$ cat src/rtl/r88_pkg.sv
// Purpose : shared types and constants for the r88 instruction fetch path.
// Latency : n/a (declarations only).
// Backpressure : n/a.
// Contents: fetch state encoding, regblock address-select code for PC,
//           instruction length codes.
package r88_pkg;

  // Fetch sequencer states.
  typedef enum logic [1:0] {
    SETTLE = 2'd0,  // waiting for PC/regAddr to settle before sampling
    REQ    = 2'd1,  // memory read outstanding
    HOLD   = 2'd2   // complete instruction presented to the decoder
  } fetchState_t;

  // regblock address mux select that routes PC onto regAddr.
  localparam logic [1:0] REGADDR_PC = 2'd2;

  // Total instruction length in bytes.
  localparam logic [1:0] LEN1 = 2'd1;
  localparam logic [1:0] LEN2 = 2'd2;
  localparam logic [1:0] LEN3 = 2'd3;

endpackage

$ cat src/rtl/r88_fetch_if.sv
// Purpose : bundle of regblock, memory-read and decoder signals of the fetch unit.
// Latency : n/a (wiring only).
// Backpressure : decoder stalls the fetch unit through instrAccept; memory through memReady.
// Ports (master = fetch unit side):
//   regAddr/regAddrSel/incPC      : regblock PC access
//   memAddr/memRead/memReady/memData : memory read handshake
//   flush                         : branch redirect, PC already rewritten
//   instrValid/instrAccept/opcode/operand/instrLen : decoder handshake
//   busError                      : sticky memory wait timeout flag
interface r88_fetch_if;

  logic [15:0] regAddr;
  logic [1:0]  regAddrSel;
  logic        incPC;
  logic [15:0] memAddr;
  logic        memRead;
  logic        memReady;
  logic [7:0]  memData;
  logic        flush;
  logic        instrValid;
  logic        instrAccept;
  logic [7:0]  opcode;
  logic [15:0] operand;
  logic [1:0]  instrLen;
  logic        busError;

  modport master (
    input  regAddr, memReady, memData, flush, instrAccept,
    output regAddrSel, incPC, memAddr, memRead,
           instrValid, opcode, operand, instrLen, busError
  );

  modport slave (
    output regAddr, memReady, memData, flush, instrAccept,
    input  regAddrSel, incPC, memAddr, memRead,
           instrValid, opcode, operand, instrLen, busError
  );

endinterface

$ cat src/rtl/r88_oplen.sv
// Purpose : instruction length from the opcode's top two bits.
// Latency : combinational.
// Backpressure : none.
// Ports: opcode (in, 8) -> instrLen (out, 2): 1, 2 or 3 total bytes.
module r88_oplen
  import r88_pkg::*;
(
  input  logic [7:0] opcode,
  output logic [1:0] instrLen
);

  // Only the length field matters; the low bits are the operation itself.
  logic unusedLowBits;
  assign unusedLowBits = ^opcode[5:0];

  always_comb begin
    instrLen = LEN3;
    case (opcode[7:6])
      2'b00:   instrLen = LEN1;
      2'b01:   instrLen = LEN2;
      default: instrLen = LEN3;
    endcase
  end

endmodule

$ cat src/rtl/r88_fetch.sv
// Purpose : instruction fetch sequencer; reads opcode plus 0-2 operand bytes at PC.
// Latency : 1 + SETTLE_CYCLES + memory wait cycles per byte; instrValid the edge after the last byte.
// Backpressure : holds the instruction (no prefetch) until instrAccept; waits on memReady indefinitely.
// Ports:
//   sysClock, sysReset : rising-edge clock, synchronous active-high reset
//   bus (master)       : regblock PC access, memory read, decoder handshake, busError
module r88_fetch
  import r88_pkg::*;
#(
  parameter int SETTLE_CYCLES = 2,   // 2..7
  parameter int WAIT_LIMIT    = 255  // 1..255
) (
  input logic         sysClock,
  input logic         sysReset,
  r88_fetch_if.master bus
);

  localparam logic [2:0] SETTLE_INIT = 3'(SETTLE_CYCLES);
  localparam logic [8:0] WAIT_MAX    = 9'(WAIT_LIMIT);

  fetchState_t state;
  logic [2:0]  settleCnt;
  logic [7:0]  waitCnt;
  logic [1:0]  byteIdx;

  logic        memReadQ;
  logic [15:0] memAddrQ;
  logic        instrValidQ;
  logic [7:0]  opcodeQ;
  logic [15:0] operandQ;
  logic [1:0]  instrLenQ;
  logic        busErrorQ;

  logic [1:0]  lenNow;
  logic [1:0]  lenTarget;
  logic        byteTaken;
  logic        lastByte;

  // Length decoded straight from the incoming byte so the opcode capture
  // cycle already knows whether the instruction is complete.
  r88_oplen uOpLen (
    .opcode   (bus.memData),
    .instrLen (lenNow)
  );

  // A byte is accepted only when nothing higher priority discards it.
  assign byteTaken = (state == REQ) && bus.memReady && !bus.flush && !sysReset;
  assign lenTarget = (byteIdx == 2'd0) ? lenNow : instrLenQ;
  assign lastByte  = ((byteIdx + 2'd1) == lenTarget);

  // incPC is decoded from the accepting memReady cycle rather than
  // registered: PC then advances on the capture edge, and the settle
  // window only has to cover the regAddr output register.
  assign bus.incPC      = byteTaken;
  assign bus.regAddrSel = REGADDR_PC;
  assign bus.memRead    = memReadQ;
  assign bus.memAddr    = memAddrQ;
  assign bus.instrValid = instrValidQ;
  assign bus.opcode     = opcodeQ;
  assign bus.operand    = operandQ;
  assign bus.instrLen   = instrLenQ;
  assign bus.busError   = busErrorQ;

  always_ff @(posedge sysClock) begin
    if (sysReset) begin
      state       <= SETTLE;
      settleCnt   <= SETTLE_INIT;
      waitCnt     <= 8'd0;
      byteIdx     <= 2'd0;
      memReadQ    <= 1'b0;
      memAddrQ    <= 16'h0000;
      instrValidQ <= 1'b0;
      opcodeQ     <= 8'h00;
      operandQ    <= 16'h0000;
      instrLenQ   <= 2'd0;
      busErrorQ   <= 1'b0;
    end else if (bus.flush) begin
      // Redirect: drop whatever is in flight, including a byte arriving now.
      state       <= SETTLE;
      settleCnt   <= SETTLE_INIT;
      waitCnt     <= 8'd0;
      byteIdx     <= 2'd0;
      memReadQ    <= 1'b0;
      instrValidQ <= 1'b0;
      operandQ    <= 16'h0000;
    end else begin
      case (state)
        SETTLE: begin
          settleCnt <= settleCnt - 3'd1;
          // The count reaches zero on this edge: regAddr is now current.
          if (settleCnt <= 3'd1) begin
            memAddrQ <= bus.regAddr;
            memReadQ <= 1'b1;
            waitCnt  <= 8'd0;
            state    <= REQ;
          end
        end

        REQ: begin
          if (bus.memReady) begin
            case (byteIdx)
              2'd0: begin
                opcodeQ   <= bus.memData;
                instrLenQ <= lenNow;
              end
              2'd1:    operandQ[7:0]  <= bus.memData;
              default: operandQ[15:8] <= bus.memData;
            endcase
            memReadQ <= 1'b0;
            if (lastByte) begin
              instrValidQ <= 1'b1;
              state       <= HOLD;
            end else begin
              byteIdx   <= byteIdx + 2'd1;
              settleCnt <= SETTLE_INIT;
              state     <= SETTLE;
            end
          end else begin
            // Timeout only flags the condition; the read keeps waiting.
            if (waitCnt != 8'hFF) begin
              waitCnt <= waitCnt + 8'd1;
            end
            if (({1'b0, waitCnt} + 9'd1) >= WAIT_MAX) begin
              busErrorQ <= 1'b1;
            end
          end
        end

        HOLD: begin
          if (bus.instrAccept) begin
            instrValidQ <= 1'b0;
            operandQ    <= 16'h0000;
            byteIdx     <= 2'd0;
            settleCnt   <= SETTLE_INIT;
            state       <= SETTLE;
          end
        end

        default: begin
          settleCnt <= SETTLE_INIT;
          state     <= SETTLE;
        end
      endcase
    end
  end

endmodule
$ cat src/flat_wrapper.sv
// flat-port wrapper written by rule: the top's interface ports become plain ports
module r88_fetch_flat import r88_pkg::*;
#(
  parameter int SETTLE_CYCLES = 2,          
  parameter int WAIT_LIMIT    = 255           
)
  (sysClock, sysReset, bus_regAddr, bus_memReady, bus_memData, bus_flush, bus_instrAccept, bus_regAddrSel, bus_incPC, bus_memAddr, bus_memRead, bus_instrValid, bus_opcode, bus_operand, bus_instrLen, bus_busError);
  r88_fetch_if bus_i ();
  input logic sysClock;
  input logic sysReset;
  input wire logic [$bits(bus_i.regAddr)-1:0] bus_regAddr;
  input wire logic [$bits(bus_i.memReady)-1:0] bus_memReady;
  input wire logic [$bits(bus_i.memData)-1:0] bus_memData;
  input wire logic [$bits(bus_i.flush)-1:0] bus_flush;
  input wire logic [$bits(bus_i.instrAccept)-1:0] bus_instrAccept;
  output wire logic [$bits(bus_i.regAddrSel)-1:0] bus_regAddrSel;
  output wire logic [$bits(bus_i.incPC)-1:0] bus_incPC;
  output wire logic [$bits(bus_i.memAddr)-1:0] bus_memAddr;
  output wire logic [$bits(bus_i.memRead)-1:0] bus_memRead;
  output wire logic [$bits(bus_i.instrValid)-1:0] bus_instrValid;
  output wire logic [$bits(bus_i.opcode)-1:0] bus_opcode;
  output wire logic [$bits(bus_i.operand)-1:0] bus_operand;
  output wire logic [$bits(bus_i.instrLen)-1:0] bus_instrLen;
  output wire logic [$bits(bus_i.busError)-1:0] bus_busError;
  assign bus_i.regAddr = bus_regAddr;
  assign bus_i.memReady = bus_memReady;
  assign bus_i.memData = bus_memData;
  assign bus_i.flush = bus_flush;
  assign bus_i.instrAccept = bus_instrAccept;
  assign bus_regAddrSel = bus_i.regAddrSel;
  assign bus_incPC = bus_i.incPC;
  assign bus_memAddr = bus_i.memAddr;
  assign bus_memRead = bus_i.memRead;
  assign bus_instrValid = bus_i.instrValid;
  assign bus_opcode = bus_i.opcode;
  assign bus_operand = bus_i.operand;
  assign bus_instrLen = bus_i.instrLen;
  assign bus_busError = bus_i.busError;
  r88_fetch #(.SETTLE_CYCLES(SETTLE_CYCLES), .WAIT_LIMIT(WAIT_LIMIT)) u_core (.sysClock(sysClock), .sysReset(sysReset), .bus(bus_i));
endmodule
$ cat config.mk
export PLATFORM = sky130hd
export DESIGN_NAME = r88_fetch_flat
export DESIGN_NICKNAME = d
export VERILOG_FILES = /design/src/rtl/r88_pkg.sv /design/src/rtl/r88_fetch_if.sv /design/src/rtl/r88_oplen.sv /design/src/rtl/r88_fetch.sv /design/src/flat_wrapper.sv
export SDC_FILE = /design/constraint.sdc
export NUM_CORES = 1
export LEC_CHECK = 0
export CAP_MARGIN = 20
export CORE_ASPECT_RATIO = 0.7
export CORE_MARGIN = 8
export CORE_UTILIZATION = 43
export CTS_BUF_LIST = sky130_fd_sc_hd__clkbuf_16
export CTS_CLUSTER_SIZE = 10
export DETAILED_ROUTE_END_ITERATION = 8
export MAX_ROUTING_LAYER = met4
export PLACE_DENSITY = 0.76
export SYNTH_ARGS = -nofsm -noshare
export SYNTH_HDL_FRONTEND = slang
export SYNTH_SLANG_ARGS = --single-unit
export TNS_END_PERCENT = 5
$ cat constraint.sdc
create_clock -name sysClock -period 2.2 [get_ports sysClock]
set_clock_uncertainty 0.05 [all_clocks]
set_input_delay 0.22 -clock sysClock [delete_from_list [all_inputs] [get_ports sysClock]]
set_output_delay 0.22 -clock sysClock [all_outputs]
set_load 0.005 [all_outputs]
==> run_results.csv, run 1 <==
group,metric,value,unit
final_layout,mostFrequentLayoutCells,"74 x clkdlybuf4s50_1, 60 x nand2_1, 60 x dfxtp_1, 46 x a21oi_1, 29 x nor2_1",
synthesis,yosysWarnings,0,
critical_path,critPathLaunchType,"register",
die,rows,24,
die,start_util,0.437,
synthesis,synth.area.top_cells,"dfxtp_1 45%, a21oi_1 8.6%, nand2_1 8.4%, nand3_1 4.1%, nor2_1 4.1%",
power,swShare,0.209,
routing,drtIter0Drc,145,
grt,grtUsageTotal,0.174,
critical_path,slowest_delay,0.53,ns
grt,grt_max_degree,31,
timing,hold_viol,0,
timing,tns,0,ns
critical_path,reg2reg_to,"u_core.settleCnt[1]$_SDFFE_PP1P_",
clock_tree,cts_max_path_buffers,2,
routing,route.vias.total,2568,
synthesis,yosysTopAreaCellShare,0.448,
final_layout,area_growth,45.4,%
timing,slew_headroom,0.592,
routing,first_pass_iters,4,
die,die_area,9050,µm²
worst_hold_path,whs_endpoint,"u_core.bus.memAddr[9]$_SDFFE_PP0P_",
final_layout,instances_no_fill,493,
routing,vias_per_cell,5.21,
routing,wirelength,7470,µm
flow_run,maxCapViolations,0,
final_layout,antennaDiodeCount,0,
timing,fin_crit_sh,0.957,
synthesis,synth_cell_types,50,
final_layout,drive_gt1_frac,0.111,
clock_tree,postCtsHoldBufs,0,
timing,rsz0062_at_grt,"no",
critical_path,worst-path-buf-inv,1,
worst_hold_path,hold_path.startpoint,"bus_regAddr[9]",
clock_tree,cts_tree,"built",
placement,postPlaceCellArea,3550,µm²
placement,post-dp-hpwl,5320,µm
timing,whs,0.390,ns
grt,antenna_found_initial,0,
synthesis,ys_seq_area_frac,0.448,
timing,drv_slew,0,
synthesis,syn_nets,363,
critical_path,path_cells,"and2b_1, nand2_2, nor2_1, clkdlybuf4s50_1",
power,p_leak,1.36,nW
run_status,outcome,"completed",
grt,grt_pass1_vias,2448,
timing,setup_viol,0,
power,combPwrFrac,0.071,
synthesis,ys_ff_latch,60,
clock_tree,cts-root-buf,"clkbuf_16",
routing,drtAntennaViolNets,0,
placement,io_buffers,74,
timing,tightest_slew,0.611,ns
final_layout,multiInputGateArea,1350,µm²
timing,fin_crit,2.11,ns
power,ir_drop,510,µV
power,internal-power,2.31,mW
final_layout,fillers,544,
critical_path,crit_arrival,1.84,ns
final_layout,nNetsFinal,445,
die,top_level_ports,77,
clock_tree,cts_sinks,60,
clock_tree,clkLatencyLatePin,0.33,ns
critical_path,cp_max_fo,9,
synthesis,synth.avg_cell_area,8.17,µm²
worst_hold_path,min_delay_path_depth,3,
die,die_width,110,µm
power,power.density,750,nW/µm²
synthesis,synthCells,328,
final_layout,final_cell_area,3890,µm²
critical_path,required,1.93,ns
grt,grt_pass1_wl,11900,µm
die,core_area,6130,µm²
synthesis,synthesis.area,2680,µm²
clock_tree,clkTransAtPathRegs,0.05,ns
die,die_h,82.0,µm
final_layout,regArea,1200,µm²
critical_path,r2r_slack,0.14,ns
clock_tree,post_cts_buffers,0,
synthesis,async_flop_share,0,
power,p_total,2.92,mW
critical_path,crit_path_end_kind,"output pin",
synthesis,yosys_most_used_dff,"dfxtp_1",
critical_path,rr_startpoint,"u_core.byteIdx[1]$_SDFFE_PP0P_",
power,seq_power_share,0.382,
final_layout,layout_commonest_cell,"clkdlybuf4s50_1",
power,clkPwrFrac,0.547,
routing,post-route-drc-count,0,
routing,routedWlPerCell,15.2,µm
clock_tree,htreeDepth,3,
power,p_switching,0.609,mW
grt,grt.overflow.total,0,
timing,fmax,0.475,GHz
critical_path,slowest_stage,"clkdlybuf4s50_1",
synthesis,synth_edf_count,0,
worst_hold_path,min_path_type,"in -> reg",
critical_path,worstRegToRegCells,7,
clock_tree,cts-resized-gates,0,
placement,gp_congestion,0.850,
clock_tree,numCtsBuffers,9,
critical_path,crit_family,"simple AND/OR/NAND/NOR gates",
critical_path,critPathKind,"reg -> out",
synthesis,yosys.area.top_type,"dfxtp_1",
placement,dp.cells,476,
==> synth_stat cells, drive strengths merged (4+ instances only) <==
| library cell | count |
|---|---|
| dfxtp | 60 |
| nor2 | 29 |
| or3 | 4 |
| o31ai | 4 |
| mux2i | 8 |
| ha | 6 |
| buf | 10 |
| clkbuf | 10 |
| nor3 | 5 |
| nor3b | 4 |
| o21ai | 13 |
| nand2 | 61 |
| inv | 8 |
| a21oi | 46 |
| nand3 | 22 |
==> kinds of logic after synthesis <==
| family | count (synthesis) | synth area share |
|---|---|---|
| AND/OR/NAND/NOR | 141 | 0.244 |
| AO/OA/AOI/OAI | 79 | 0.184 |
| flip-flops | 60 | 0.448 |
| buffers and inverters | 28 | 0.0495 |
| multiplexers | 8 | 0.0299 |
| adder cells (fa/ha/maj) | 6 | 0.0280 |
| XOR/XNOR | 4 | 0.0131 |
| other | 2 | 0.00280 |
==> worst max-delay path by stage <==
| stage | start | depth (start not counted) | endpoint | slack, ns |
|---|---|---|---|---|
| after floorplan | u_core.byteIdx[0]$_SDFFE_PP0P_ | 8 | u_core.settleCnt[1]$_SDFFE_PP1P_ | 0.08 |
| after global placement | bus_memData[7] | 6 | u_core.settleCnt[1]$_SDFFE_PP1P_ | 0.14 |
| after detailed placement | bus_flush | 5 | u_core.bus.memAddr[14]$_SDFFE_PP0P_ | 0.11 |
| after CTS | u_core.state[1]$_SDFFE_PP0P_ | 4 | bus_incPC | 0.09 |
| after global routing | u_core.byteIdx[1]$_SDFFE_PP0P_ | 8 | u_core.byteIdx[0]$_SDFFE_PP0P_ | 0.003 |
| final | u_core.state[1]$_SDFFE_PP0P_ | 4 | bus_incPC | 0.09 |
==> cell type report <==
class                           instances  share of cell area
Clock buffer                            9              0.0578
Clock inverter                          7              0.0296
Inverter                                8             0.00771
Multi-Input combinational cell        240               0.345
Sequential cell                        60               0.308
Tap cell                               78              0.0251
Timing Repair Buffer                   91               0.226
==> metrics by stage <==
step / utilization / worst slack, ns
floorplan: - / 0.0778
global placement: 0.579 / 0.144
detailed placement: 0.579 / 0.106
CTS: 0.635 / 0.0946
global route: 0.636 / 0.00270
finish: 0.636 / 0.0935
==> state kept, by name (all words and copies together) (netlist names), 2 cells and up <==
signal / cells
u_core.settleCnt: 3
u_core.state: 2
u_core.byteIdx: 2
u_core.waitCnt: 8
u_core.bus.opcode: 8
u_core.bus.operand: 16
u_core.bus.instrLen: 2
u_core.bus.memAddr: 16
==> power groups by stage <==
stage,Combinational [mW],Clock [mW],Sequential (mW)
detailed placement,0.204,0,1.14
global route,0.226,1.67,1.12
CTS,0.206,1.62,1.12
finish,0.206,1.60,1.12
floorplan,0.0908,0,1.14
global placement,0.200,0,1.14
==> layer usage <==
layer / vias to the layer above / global-route usage / wire (µm)
met5: - / - / 0
met3: 6 / 0.0697 / 672
li1: 1287 / - / -
met4: 0 / 0.0517 / 70
met1: 1176 / 0.213 / 3390
met2: 99 / 0.257 / 3340
==> worst reg2reg max path: stages, from the launching register on <==
cell      delay (ns)
dfxtp_1         0.32
inv_1           0.08
ha_1            0.23
and3b_1         0.21
or3_4           0.34
a211oi_4        0.33
o21ai_2         0.13
o31a_1          0.25
No activity file was read; power rests on OpenSTA's default activity.
==> run 2, diff against run 1 <==
PLACE_DENSITY = 0.78   (was 0.76)
==> run 2 against run 1 <==
  * Cell count decreased by 0.41%
  * Largest cell class unchanged
  * Highest routed layer unchanged
  * Largest power group unchanged
  * Critical path type unchanged
  * Via count grew 0.97%
  * Non-clock buffer count is 2 lower
==> run_results.csv, run 2 (synthesis results as in run 1) <==
group,metric,value,unit
timing,tightest_slew,1.03,ns
timing,setup_viol,0,
clock_tree,clkLatencyLatePin,0.33,ns
routing,routedWlPerCell,15.0,µm
power,ir_drop,455,µV
clock_tree,cts_sinks,60,
die,top_level_ports,77,
routing,drtIter0Drc,168,
final_layout,area_growth,43.3,%
final_layout,layout_commonest_cell,"clkdlybuf4s50_1",
critical_path,r2r_slack,0.16,ns
die,start_util,0.437,
critical_path,crit_path_end_kind,"output pin",
grt,grt_pass1_wl,12000,µm
worst_hold_path,whs_endpoint,"u_core.bus.memAddr[15]$_SDFFE_PP0P_",
critical_path,rr_startpoint,"u_core.byteIdx[1]$_SDFFE_PP0P_",
final_layout,antennaDiodeCount,0,
flow_run,maxCapViolations,0,
final_layout,mostFrequentLayoutCells,"74 x clkdlybuf4s50_1, 60 x nand2_1, 59 x dfxtp_1, 46 x a21oi_1, 29 x nor2_1",
final_layout,fillers,542,
final_layout,multiInputGateArea,1350,µm²
timing,drv_slew,0,
grt,grt_pass1_vias,2472,
placement,post-dp-hpwl,5320,µm
critical_path,critPathLaunchType,"register",
power,power.density,721,nW/µm²
critical_path,critPathKind,"reg -> out",
routing,route.vias.total,2593,
worst_hold_path,min_delay_path_depth,3,
grt,antenna_found_initial,0,
final_layout,regArea,1200,µm²
timing,fin_crit_sh,0.933,
final_layout,drive_gt1_frac,0.109,
die,core_area,6130,µm²
timing,fmax,0.487,GHz
worst_hold_path,min_path_type,"in -> reg",
timing,rsz0062_at_grt,"no",
routing,drtAntennaViolNets,0,
grt,grt_max_degree,31,
die,die_h,82.0,µm
critical_path,reg2reg_to,"u_core.settleCnt[1]$_SDFFE_PP1P_",
clock_tree,cts_tree,"built",
routing,post-route-drc-count,0,
clock_tree,numCtsBuffers,9,
die,die_area,9050,µm²
critical_path,crit_arrival,1.78,ns
clock_tree,htreeDepth,3,
placement,io_buffers,74,
placement,gp_congestion,0.894,
routing,vias_per_cell,5.28,
power,p_leak,1.34,nW
critical_path,worstRegToRegCells,7,
clock_tree,clkTransAtPathRegs,0.05,ns
grt,grtUsageTotal,0.175,
timing,slew_headroom,0.308,
grt,grt.overflow.total,0,
routing,first_pass_iters,4,
clock_tree,cts-root-buf,"clkbuf_16",
timing,fin_crit,2.05,ns
timing,whs,0.391,ns
critical_path,required,1.93,ns
timing,tns,0,ns
worst_hold_path,hold_path.startpoint,"bus_regAddr[15]",
routing,wirelength,7390,µm
run_status,outcome,"completed",
die,die_width,110,µm
critical_path,cp_max_fo,9,
timing,hold_viol,0,
die,rows,24,
final_layout,nNetsFinal,443,
clock_tree,cts_max_path_buffers,2,
[run 2: cell types whose count changed in the layout (fill, tap and decap cells not counted)]
cell / previous run / this run
buf_4: 16 / 15
inv_1: 8 / 9
dfxtp_1: 60 / 59
dfxtp_2: 0 / 1
bufinv_16: 3 / 2
and2_1: 1 / 0
clkinv_4: 1 / 0
and2_2: 0 / 1
clkinvlp_4: 1 / 0
clkinv_2: 1 / 3
buf_12: 1 / 0
[run 2: through the flow]
stage	setup WS, ns	instance area, µm²	util	cells	total power [mW]
floorplan	0.0778	2680	-	328	1.23
CTS	0.0722	3830	0.626	491	2.79
detailed placement	0.0762	3530	0.576	475	1.34
global route	0.0104	3840	0.626	491	2.86
finish	0.147	3840	0.626	491	2.77
global placement	0.133	3530	0.576	475	1.34
[run 2: layout make-up]
cell class	instances	share of cell area
clock inverter	7	0.0215
sequential	60	0.313
clock buffer	9	0.0587
multi-input combinational	240	0.351
inverter	8	0.00783
tap	78	0.0254
timing repair buffer	89	0.222
[run 2: timing repair]
action,in CTS,in global routing
hold buffers,0,0
gates resized for setup,0,2
setup endpoints to repair,0,7
endpoints found under the hold margin,0,0
buffers inserted,0,0
[run 2: where the power goes]
| part | switching (mW) | internal, mW |
|---|---|---|
| logic | 0.0967 | 0.105 |
| clock network | 0.471 | 0.975 |
| registers | 0.0121 | 1.11 |
[run 2: worst max-delay path: stages (launching register included)]
cell             delay [ns]
dfxtp_1                0.40
and2b_1                0.27
nand2_2                0.11
nor2_1                 0.13
clkdlybuf4s50_1        0.55
[run 2: worst max-delay path by stage]
stage	startpoint	endpoint	slack, ns	cells past startpoint
after floorplan	u_core.byteIdx[0]$_SDFFE_PP0P_	u_core.settleCnt[1]$_SDFFE_PP1P_	0.08	8
after global placement	bus_flush	u_core.bus.memAddr[5]$_SDFFE_PP0P_	0.13	5
after detailed placement	bus_memData[7]	u_core.settleCnt[1]$_SDFFE_PP1P_	0.08	6
after CTS	u_core.state[0]$_SDFFE_PP0P_	bus_incPC	0.07	4
after global routing	u_core.waitCnt[0]$_SDFFE_PP0P_	u_core.waitCnt[3]$_SDFFE_PP0P_	0.01	6
final	u_core.state[1]$_SDFFE_PP0P_	bus_incPC	0.15	4
[run 2: per-layer routing]
layer	up-vias	routed length (µm)	global-route usage	part of all wire
met5	-	0	-	0
met4	0	114	0.0689	0.015
met3	11	793	0.0784	0.11
met2	103	3210	0.251	0.43
met1	1204	3270	0.211	0.44
li1	1275	-	-	-
==> run 3, diff against run 2 <==
CAP_MARGIN = unset   (was 20)
==> results of run 3 <==
The final DEF is identical to that of run 2; final timing and power are the same.
